==> src/rtl/cache_line_xfer.sv <==
// Line-transfer engine between the cache controller FSM and four-bank main memory.
// Sequences a victim writeback and/or a line refill word by word, overlapping
// read requests with their returns through a fixed-latency tracking pipe.
module cache_line_xfer #(
  parameter int MEM_LAT = 2,
  parameter int WORDS   = 4
) (
  input  logic        clk,
  input  logic        rst_n,
  input  logic        start,
  input  logic        do_wb,
  input  logic        do_fill,
  input  logic [12:0] line_addr,
  input  logic [4:0]  wb_tag,
  input  logic [15:0] cache_data_in,
  input  logic [15:0] mem_data_in,
  input  logic        mem_stall,
  output logic [15:0] mem_addr,
  output logic [15:0] mem_data_out,
  output logic        mem_rd,
  output logic        mem_wr,
  output logic [2:0]  cache_offset,
  output logic        cache_wr,
  output logic [15:0] cache_data_out,
  output logic        busy,
  output logic        done
);

  localparam int CW = $clog2(WORDS);

  localparam logic [2:0] S_IDLE       = 3'd0;
  localparam logic [2:0] S_WB         = 3'd1;
  localparam logic [2:0] S_FILL_REQ   = 3'd2;
  localparam logic [2:0] S_FILL_DRAIN = 3'd3;
  localparam logic [2:0] S_DONE       = 3'd4;

  logic [2:0]    state_q, state_d;
  logic [CW-1:0] cnt_q, cnt_d;
  logic [4:0]    tag_q;
  logic [7:0]    index_q;
  logic [4:0]    wb_tag_q;
  logic          fill_q;

  // Stage 0 takes the newest request, stage MEM_LAT-1 lines up with mem_data_in.
  logic [MEM_LAT-1:0] pipe_v_q;
  logic [2:0]         pipe_off_q [MEM_LAT];

  logic       push_v;
  logic [2:0] word_off;
  logic       last_word;
  logic       out_v;
  logic       older_v;
  logic       filling;

  assign word_off  = 3'({cnt_q, 1'b0});
  assign last_word = (cnt_q == CW'(WORDS - 1));
  assign out_v     = pipe_v_q[MEM_LAT-1];
  assign filling   = (state_q == S_FILL_REQ) || (state_q == S_FILL_DRAIN);
  assign busy      = (state_q != S_IDLE);

  // Any valid entry still behind the one leaving the pipe.
  always_comb begin
    older_v = 1'b0;
    for (int i = 0; i < MEM_LAT - 1; i++) older_v = older_v | pipe_v_q[i];
  end

  // Next-state, counter and all request/cache-write outputs.
  always_comb begin
    state_d        = state_q;
    cnt_d          = cnt_q;
    push_v         = 1'b0;
    mem_addr       = 16'h0;
    mem_data_out   = 16'h0;
    mem_rd         = 1'b0;
    mem_wr         = 1'b0;
    cache_offset   = 3'h0;
    cache_wr       = 1'b0;
    cache_data_out = 16'h0;
    done           = 1'b0;
    case (state_q)
      S_IDLE: begin
        if (start) begin
          cnt_d = '0;
          if (do_wb)        state_d = S_WB;
          else if (do_fill) state_d = S_FILL_REQ;
          else              state_d = S_DONE;
        end
      end
      S_WB: begin
        mem_wr       = 1'b1;
        mem_addr     = {wb_tag_q, index_q, word_off};
        cache_offset = word_off;
        mem_data_out = cache_data_in;
        if (!mem_stall) begin
          cnt_d = cnt_q + CW'(1);
          if (last_word) state_d = fill_q ? S_FILL_REQ : S_DONE;
        end
      end
      S_FILL_REQ: begin
        mem_rd   = 1'b1;
        mem_addr = {tag_q, index_q, word_off};
        if (!mem_stall) begin
          push_v = 1'b1;
          cnt_d  = cnt_q + CW'(1);
          if (last_word) state_d = S_FILL_DRAIN;
        end
      end
      S_FILL_DRAIN: begin
        if (out_v && !older_v) state_d = S_DONE;
      end
      S_DONE: begin
        done    = 1'b1;
        state_d = S_IDLE;
      end
      default: state_d = S_IDLE;
    endcase
    // Returning read data is the only cache user during a fill.
    if (filling && out_v) begin
      cache_wr       = 1'b1;
      cache_offset   = pipe_off_q[MEM_LAT-1];
      cache_data_out = mem_data_in;
    end
  end

  // State, word counter and operands latched at start.
  always_ff @(posedge clk or negedge rst_n) begin
    if (!rst_n) begin
      state_q  <= S_IDLE;
      cnt_q    <= '0;
      tag_q    <= '0;
      index_q  <= '0;
      wb_tag_q <= '0;
      fill_q   <= 1'b0;
    end else begin
      state_q <= state_d;
      cnt_q   <= cnt_d;
      if (state_q == S_IDLE && start) begin
        tag_q    <= line_addr[12:8];
        index_q  <= line_addr[7:0];
        wb_tag_q <= wb_tag;
        fill_q   <= do_fill;
      end
    end
  end

  // Read-latency pipe: shifts every fill cycle, empty otherwise.
  always_ff @(posedge clk or negedge rst_n) begin
    if (!rst_n) begin
      pipe_v_q <= '0;
      for (int i = 0; i < MEM_LAT; i++) pipe_off_q[i] <= '0;
    end else if (filling) begin
      pipe_v_q[0]   <= push_v;
      pipe_off_q[0] <= word_off;
      for (int i = 1; i < MEM_LAT; i++) begin
        pipe_v_q[i]   <= pipe_v_q[i-1];
        pipe_off_q[i] <= pipe_off_q[i-1];
      end
    end else begin
      pipe_v_q <= '0;
    end
  end

endmodule
==> config.mk <==
export PLATFORM = sky130hd
export DESIGN_NAME = cache_line_xfer
export DESIGN_NICKNAME = d
export VERILOG_FILES = /design/src/rtl/cache_line_xfer.sv
export SDC_FILE = /design/constraint.sdc
export NUM_CORES = 1
export LEC_CHECK = 0
export CELL_PAD_IN_SITES_DETAIL_PLACEMENT = 1
export CELL_PAD_IN_SITES_GLOBAL_PLACEMENT = 2
export CORE_ASPECT_RATIO = 0.75
export CORE_UTILIZATION = 20
export CTS_BUF_LIST = sky130_fd_sc_hd__clkbuf_16
export CTS_CLUSTER_DIAMETER = 120
export DETAILED_ROUTE_END_ITERATION = 10
export GPL_TIMING_DRIVEN = 0
export PLACE_DENSITY_LB_ADDON = 0.1
export SLEW_MARGIN = 20
export SYNTH_ARGS = -nofsm -noshare
export SYNTH_HDL_FRONTEND = slang
export SYNTH_SLANG_ARGS = --single-unit
==> constraint.sdc <==
create_clock -name clk -period 2.1 [get_ports clk]
set_clock_uncertainty 0.05 [all_clocks]
set_input_delay 0.315 -clock clk [delete_from_list [all_inputs] [get_ports clk]]
set_output_delay 0.315 -clock clk [all_outputs]
set_load 0.02 [all_outputs]
# Yosys cells after proc, flatten, opt, wreduce, memory -nomap -nowiden
# Cells that the tools add are included.
[word_totals]
regBits = 30
in_bits = 56
out_inout_bits = 56
elab_cells = 58
[op_classes]
addsub = 1
n_eq_ne = 12
mux = 25
n_reduce_logical = 11
[op_table]
columns = ["cell", "count"]
rows = [
  ["two-way mux 3 bit", 11],
  ["two-way mux 16 bit", 2],
  ["one-hot mux 16 bit (2 select lines)", 1],
  ["!= test 2 bit (second input constant)", 6],
  ["one-hot mux 3 bit (4 select lines)", 1],
  ["== test 3 x 2 -> 1 bit (second input constant)", 2],
  ["two-way mux 1 bit", 6],
  ["two-way mux 2 bit", 3],
  ["AND reduction 6 bit", 1],
  ["one-hot mux 2 bit (2 select lines)", 1],
  ["== test 3 x 1 -> 1 bit (second input constant)", 1],
  ["== test 3 bit (second input constant)", 1],
  ["logical AND 1 bit", 3],
  ["logical NOT 3 bit", 1],
  ["AND reduction 3 bit", 1],
  ["nonzero test 3 bit", 1],
  ["adder 2 x 1 -> 2 bit (second input constant)", 1],
  ["== test 2 bit (second input constant)", 1],
  ["!= test 2 x 1 -> 1 bit (second input constant)", 1],
  ["nonzero test 2 bit", 1],
  ["OR reduction 2 bit", 1],
  ["logical NOT 1 bit", 1],
  ["logical OR 1 bit", 1],
]

# Depth between registers and ports, before layout
[logic_depth]
ltp_word = 4
mapped_depth = 5
mapped_depth_nobuf = 5

# Worst setup path after synthesis
# OpenSTA, ideal clock, no wires.
[synth_timing]
kind = "reg-to-output"
start = "register state_q[2]"
end = "output port mem_data_out[10]"
arrival_time_ns = 1.409
required_time_ns = 1.735
setup_slack_ns = 0.326
path_stages_with_launch = 4
path_buffers = 1
path_cell_list = "dfrtp_1 > nor3b_2 > clkbuf_1 > and2_1"
[synth_via]
elab_chain_cells = 2
[synth_lines]
columns = ["element", "line", "source"]
rows = [
  ["start: declaration", "37", "logic [2:0] state_q, state_d;"],
  ["start signal: assignment", "135", "state_q <= state_d;"],
  ["== test 3 x 1 -> 1 bit", "80", "case (state_q)"],
  ["two-way mux 16 bit", "80", ""],
  ["end: declaration", "19", "output logic [15:0] mem_data_out,"],
]
# Every way passes these cells.

# Worst setup path after layout
[layout_timing]
start = "register state_q[1]"
end = "output port mem_addr[1]"
[layout_via]
elab_chain_cells = 2
elab_cells_between_ends = 3
cone_classes = "2 x eq/ne; 1 x mux"
[layout_lines]
columns = ["element", "line", "source"]
rows = [
  ["== test 3 x 2 -> 1 bit / == test 3 x 1 -> 1 bit (equally long branches)", "80", ""],
  ["one-hot mux 16 bit (2 select lines) *", "80", ""],
  ["end: declaration", "18", "output logic [15:0] mem_addr,"],
]
# Every way passes the cells marked *; elsewhere a longest branch is shown, timed or not.

==> results.txt <==
status = finished, final reports clean
layout cells sized above 1 = 30.9%
register area share after synthesis = 43.2%
CP Class = flip-flop to output pin
Area contributors post-synth = dfrtp_1, and2_1, mux2_4
initial antenna violation count = 0
# IOs = 112
Tcrit/Tclk final = 96.6%
Worst R2R Start = state_q[0]$_DFFE_PN0P_
maximum vdd ir drop = 0.000451 V
setup repair after global routing missed its margin = false
H-tree depth = 2
first-pass GRT wire length = 8490 um
maxcap violations = 0
Worst EP required = 1740 ps
total track usage = 12.6%
cell area after synthesis = 1740 um2
largest area contributor in the netlist = dfrtp_1
number of synthesized flops with an enable pin = 0
Critical Path Start = state_q[1]$_DFFE_PN0P_
share of the synthesized area in the top cell type = 43.2%
fin crit period = 2030 ps
Leak = 1.56 nW
Worst Hold Class = flip-flop to flip-flop
crit path launch type = flip-flop
post-route ant nets = 0
maximum fanout along the worst path = 10
Post-synth ARST share = 100%
IO buf count = 109
Detailed Route WL = 5600 um
Final Wtd Congestion = 0.661
Peak Freq = 493 MHz
DR vias/cell = 4.22
Pwr Density = 1380 nW/um2
synth unique cells = 34
Synth Flop Type = dfrtp_1
CTS buffer count = 5
clk_lat worst skew = 270 ps
First DRT Iteration DRCs = 37
largest net degree at the start of global routing = 31
Ys Warns = 0
die width = 110 um
FF/Latch Area = 753 um2
TritonCTS clock tree = yes
Die ar. = 9070 um2
Remaining Overflow, GRT = 0
Multi-input gate area = 971 um2
Area Growth Syn to Fin = 82.3%
final setup vio count = 0
core area = 8450 um2
Placed Cells incl. Taps = 376
die height = 82.7 um
Final Hold Viols = 0
WL/cell = 14.2 um
Seq cells post-synth = 30
clock sinks = 30
Longest Clk Path Bufs = 2
total power = 4.36 mW
via count = 1657
arrival time worst endpoint = 1660 ps
Site Rows = 29
hold_sp = pipe_v_q[0]$_DFF_PN0_
Fillers = 957
Cells after Synth = 157
mean post-synth cell area = 11.1 um2
Layout Cells excl Fill = 393
Pre-antenna DRT Iters = 4
Initial Utilization = 20.6%
post-route DRC violation count = 0
fin. max-slew vios = 0
vias in the first global route = 1598
Post-layout nets = 341
Final HPWL DP = 4170 um
# diodes = 0
clock-pin slew of the registers on the worst-case setup and hold paths = 50 ps
root buffer cell = clkbuf_16
critical path endpoint category = output pin
worst paths after layout:
kind,end,slack (ps),cells after the start
max,mem_addr[1],70,5
min,pipe_v_q[1]$_DFF_PN0_,440,1
max reg2reg,wb_tag_q[1]$_DFFE_PN0P_,330,6
min reg2reg,pipe_v_q[1]$_DFF_PN0_,440,1
max in group asynchronous,state_q[1]$_DFFE_PN0P_,1340,3
min in group asynchronous,index_q[4]$_DFFE_PN0P_,480,3
metal layers:
| layer | vias up | part of all wire, % | GRT usage (%) |
|---|---|---|---|
| met1 | 795 | 47 | 17.3 |
| met4 | 0 | 1.1 | 4.00 |
| met3 | 5 | 7.9 | 3.14 |
| li1 | 798 | - | - |
| met5 | - | 0 | 0 |
| met2 | 59 | 44 | 19.3 |
report_power, final:
group	switching, mW	internal (mW)
combinational	1.29	1.25
clock	0.234	0.549
sequential	0.174	0.860
state kept, by name, summed over array words and instances (netlist names):
name / count
tag_q: 5
state_q: 3
fill_q: 1
pipe_off_q: 4
index_q: 8
cnt_q: 2
pipe_v_q: 2
wb_tag_q: 5
area by class of cell:
class,count,share of cell area (%)
Tap cell,108,4.27
Clock inverter,3,1.18
Clock buffer,5,3.95
Inverter,2,0.237
Buffer,11,2.84
Multi-Input combinational cell,116,30.6
Timing Repair Buffer,118,33.1
Sequential cell,30,23.8
metrics by stage:
stage / area [um2] / TNS, ps / hold slack (ps) / setup WS [ps] / util [%]
6_report: 3170 / 0 / 442 / 72.3 / 37.5
5_1_grt: 3170 / 0 / 461 / 3.82 / 37.5
4_1_cts: 3220 / 0 / 443 / 8.73 / 38.1
3_5_place_dp: 2980 / -14030 / 234 / -461 / 35.3
3_3_place_gp: 2970 / -13690 / 423 / -440 / 35.1
2_1_floorplan: 1740 / 0 / -30.6 / 326 / -
cell usage after synthesis, types with 2 or more instances:
cell type,count
dfrtp_1,30
and2_1,28
and3_1,16
mux2_2,13
mux2_4,10
a22o_1,7
nor2b_1,5
buf_2,4
clkbuf_1,4
nor2_1,4
o21ai_0,4
nand2b_1,3
a21oi_1,2
buf_4,2
mux2i_1,2
nand2_1,2
nor2_2,2
nor3_1,2
o21bai_1,2
kinds of logic after synthesis:
group	count (synthesis)	share of synthesized area (%)
fa+ha+maj	1	0.720
compound gates	19	8.42
xor+xnor	1	0.504
mux	25	18.2
simple gates	67	24.8
flops	30	43.2
buf+inv	13	3.96
other cells	1	0.216
worst max-delay path, cell delays in order (launching register included):
cell and delay (ps):
dfrtp_2 440, buf_4 200, xnor2_4 170, nor2_4 180, and2_1 150, clkdlybuf4s15_2 260
layout by cell type, fill, tap and decap left out, drive strengths merged, types with 3 or more instances in the layout:
cell type / count
dlygate4sd2: 22
clkdlybuf4s50: 54
nor2b: 5
mux2: 23
nand2b: 3
inv: 4
nor2: 8
clkdlybuf4s15: 10
a22o: 7
and2: 28
buf: 30
nand2: 3
o21ai: 4
clkbuf: 16
nor3: 3
and3: 16
dfrtp: 30
timing repair:
action / in CTS / in global routing
endpoints found under the hold margin: 30 / 0
endpoints found under the setup margin: 52 / 34
cloned: 1 / 0
buffers inserted: 6 / 1
pin swaps: 2 / 1
hold buffers: 1 / 0
resized for setup: 123 / 22
Note: power is estimated with default switching activity, not from simulation.
==> edit: new RTL, config.mk and constraints unchanged <==
`MEM_LAT`: 2 -> 4.
--- a/src/rtl/cache_line_xfer.sv
+++ b/src/rtl/cache_line_xfer.sv
@@ -4,3 +4,3 @@
 module cache_line_xfer #(
-  parameter int MEM_LAT = 2,
+  parameter int MEM_LAT = 4,
   parameter int WORDS   = 4
Formal check against the unedited RTL: not equivalent (a bounded check fails within 4 cycles, from zero or initial values and one cycle with rst_n low).
==> edit against the unedited design <==
- sequential cell count is 6 higher
- count of clock-buffer cells in the layout stayed put
- design area is 4.7% higher
- routed wire length is 12% higher
- power is 2.6% higher
- worst setup slack better by 0.012 ns
- global-route usage is 0.22 points lower
- synthesized area is 13% higher
- cell count is 15% higher
- die area is 13% higher
==> edit: results (changes against the unedited design) <==
[clock_network]
htree_levels = 2  ; unchanged
cts-root-buf = clkbuf_16
cts_setup_buffers = 2  ; -4
clockBufferDepth = 2  ; unchanged
cts.clk_slew.worst_paths_ns = 0.06
cts_made_buffers = 5  ; unchanged
cts_resized = 144  ; +17%
clk_latency_ns = 0.28
cts_hold_buf = 1  ; unchanged

[synthesis]
ys_types = 35  ; +2.9%
yosysSeqAreaShare_pct = 45.8  ; +2.6 points
synthFlopType = dfrtp_1
postSynth.asyncResetShare_pct = 100  ; unchanged
ys_warn_count = 0  ; unchanged
yosys-top-cells-area = dfrtp_1, mux2_2, and2_1, and3_1, nand2_1
synth_common_cells = dfrtp_1, and2_1, nand2_1

[power_and_ir_drop]
p_leak_nw = 1.64  ; +5.0%
switching_power_mw = 1.75  ; +3.4%
ir_drop_mv = 0.516  ; +14%

[placed_design]
dp_hpwl_um = 4690  ; +12%
place_congestion = 0.647  ; -2.1%
portBuffers = 109  ; unchanged
placed_area_um2 = 3240  ; +8.5%

[worst_setup_path]
r2r_setup_slack_ns = 0.35  ; +0.02 ns
r2r-start = state_q[1]$_DFFE_PN0P_
critical_path_arrival_ns = 1.65
r2r_end = wb_tag_q[0]$_DFFE_PN0P_
cp_slowest_cell = dfrtp_1
endpoint = mem_addr[10]
critPathTopFamily = simple AND/OR/NAND/NOR gates
reg2reg_depth = 5  ; -1
cp_max_fo = 10  ; unchanged
crit_start = state_q[0]$_DFFE_PN0P_
critPathMaxStageDelay_ns = 0.35  ; -0.09 ns

[cells_and_area]
final_nets = 379  ; +11%
largestRegisters = index_q x8, pipe_off_q x8
area_growth_pct = 68.7
antennaDiodeCount = 0  ; unchanged
num-fill-cells = 1105  ; +15%
layout-drive-gt1-share_pct = 31.3  ; +0.39 points

[status]
status = finished clean

[routing]
drt_iter0_markers = 61  ; +65%
drt_first_pass_iters = 4  ; unchanged
via_count = 1870  ; +13%
wl_per_cell_um = 13.8  ; -2.8%

[grt]
track_usage_pct = 12.4  ; -0.22 points
grt_pass1_wl_um = 9610  ; +13%
antenna_found_initial = 0  ; unchanged
grt_start_max_net_pins = 30  ; -3.2%
first_global_vias = 1781  ; +11%

[timing]
tightest_slew_ns = 0.529
setup_viol = 0  ; unchanged
whs_ns = 0.367  ; -0.0746 ns

[worst_hold_path]
min_path_type = primary input to asynchronous set/reset pin

[edit: cell types whose count changed after synthesis, moves of 4 or more]
cell / delta
a22o_1: -4
buf_2: +4
mux2_4: -10
a22oi_1: +4
nand2_1: +23
mux2_2: +7
nor2_1: +10
dfrtp_1: +6
[edit: cell type report]
class                           count  area share [%]
Tap cell                          128            4.83
Clock buffer                        5            3.77
Multi-Input combinational cell    148            30.4
Inverter                            1           0.113
Clock inverter                      3            1.17
Buffer                             15            3.17
Sequential cell                    36            27.2
Timing Repair Buffer              115            29.4
[edit: kinds of logic after synthesis]
| group | after synthesis | share of synthesized area, % |
|---|---|---|
| and+or+nand+nor | 106 | 29.7 |
| DFF | 36 | 45.8 |
| muxes | 20 | 11.5 |
| AOI/OAI and AO/OA | 19 | 7.70 |
| buffers and inverters | 16 | 4.52 |
| adders and majority gates | 1 | 0.636 |
| other | 1 | 0.191 |
[edit: power by group through the flow]
stage	Combinational (mW)	Clock, mW	Sequential, mW
after floorplan	1.51	0	1.15
after global placement	2.46	0	1.21
after detailed placement	2.46	0	1.21
after CTS	2.41	0.859	1.22
after global routing	2.66	0.894	1.24
final	2.43	0.842	1.19
[edit: layer usage]
metal | global-route usage, % | wire length [um] | vias to the layer above
li1 | - | - | 917
met1 | 18.0 | 3140 | 898
met2 | 18.2 | 2750 | 48
met3 | 3.11 | 315 | 7
met4 | 2.80 | 32 | 0
met5 | 0 | 0 | -
[edit: stage by stage]
stage / cells / setup slack, ns
after floorplan: 200 / 0.250
after global placement: 437 / -0.427
after detailed placement: 438 / -0.385
after CTS: 449 / 0.0107
after global routing: 451 / 0.00272
final: 451 / 0.0838
[edit: worst reg2reg max path, stage by stage, from the launching register on]
cell     delay, ns
dfrtp_2       0.42
buf_12        0.14
nor2b_2       0.14
nor3b_2       0.28
buf_4         0.25
mux2_2        0.36
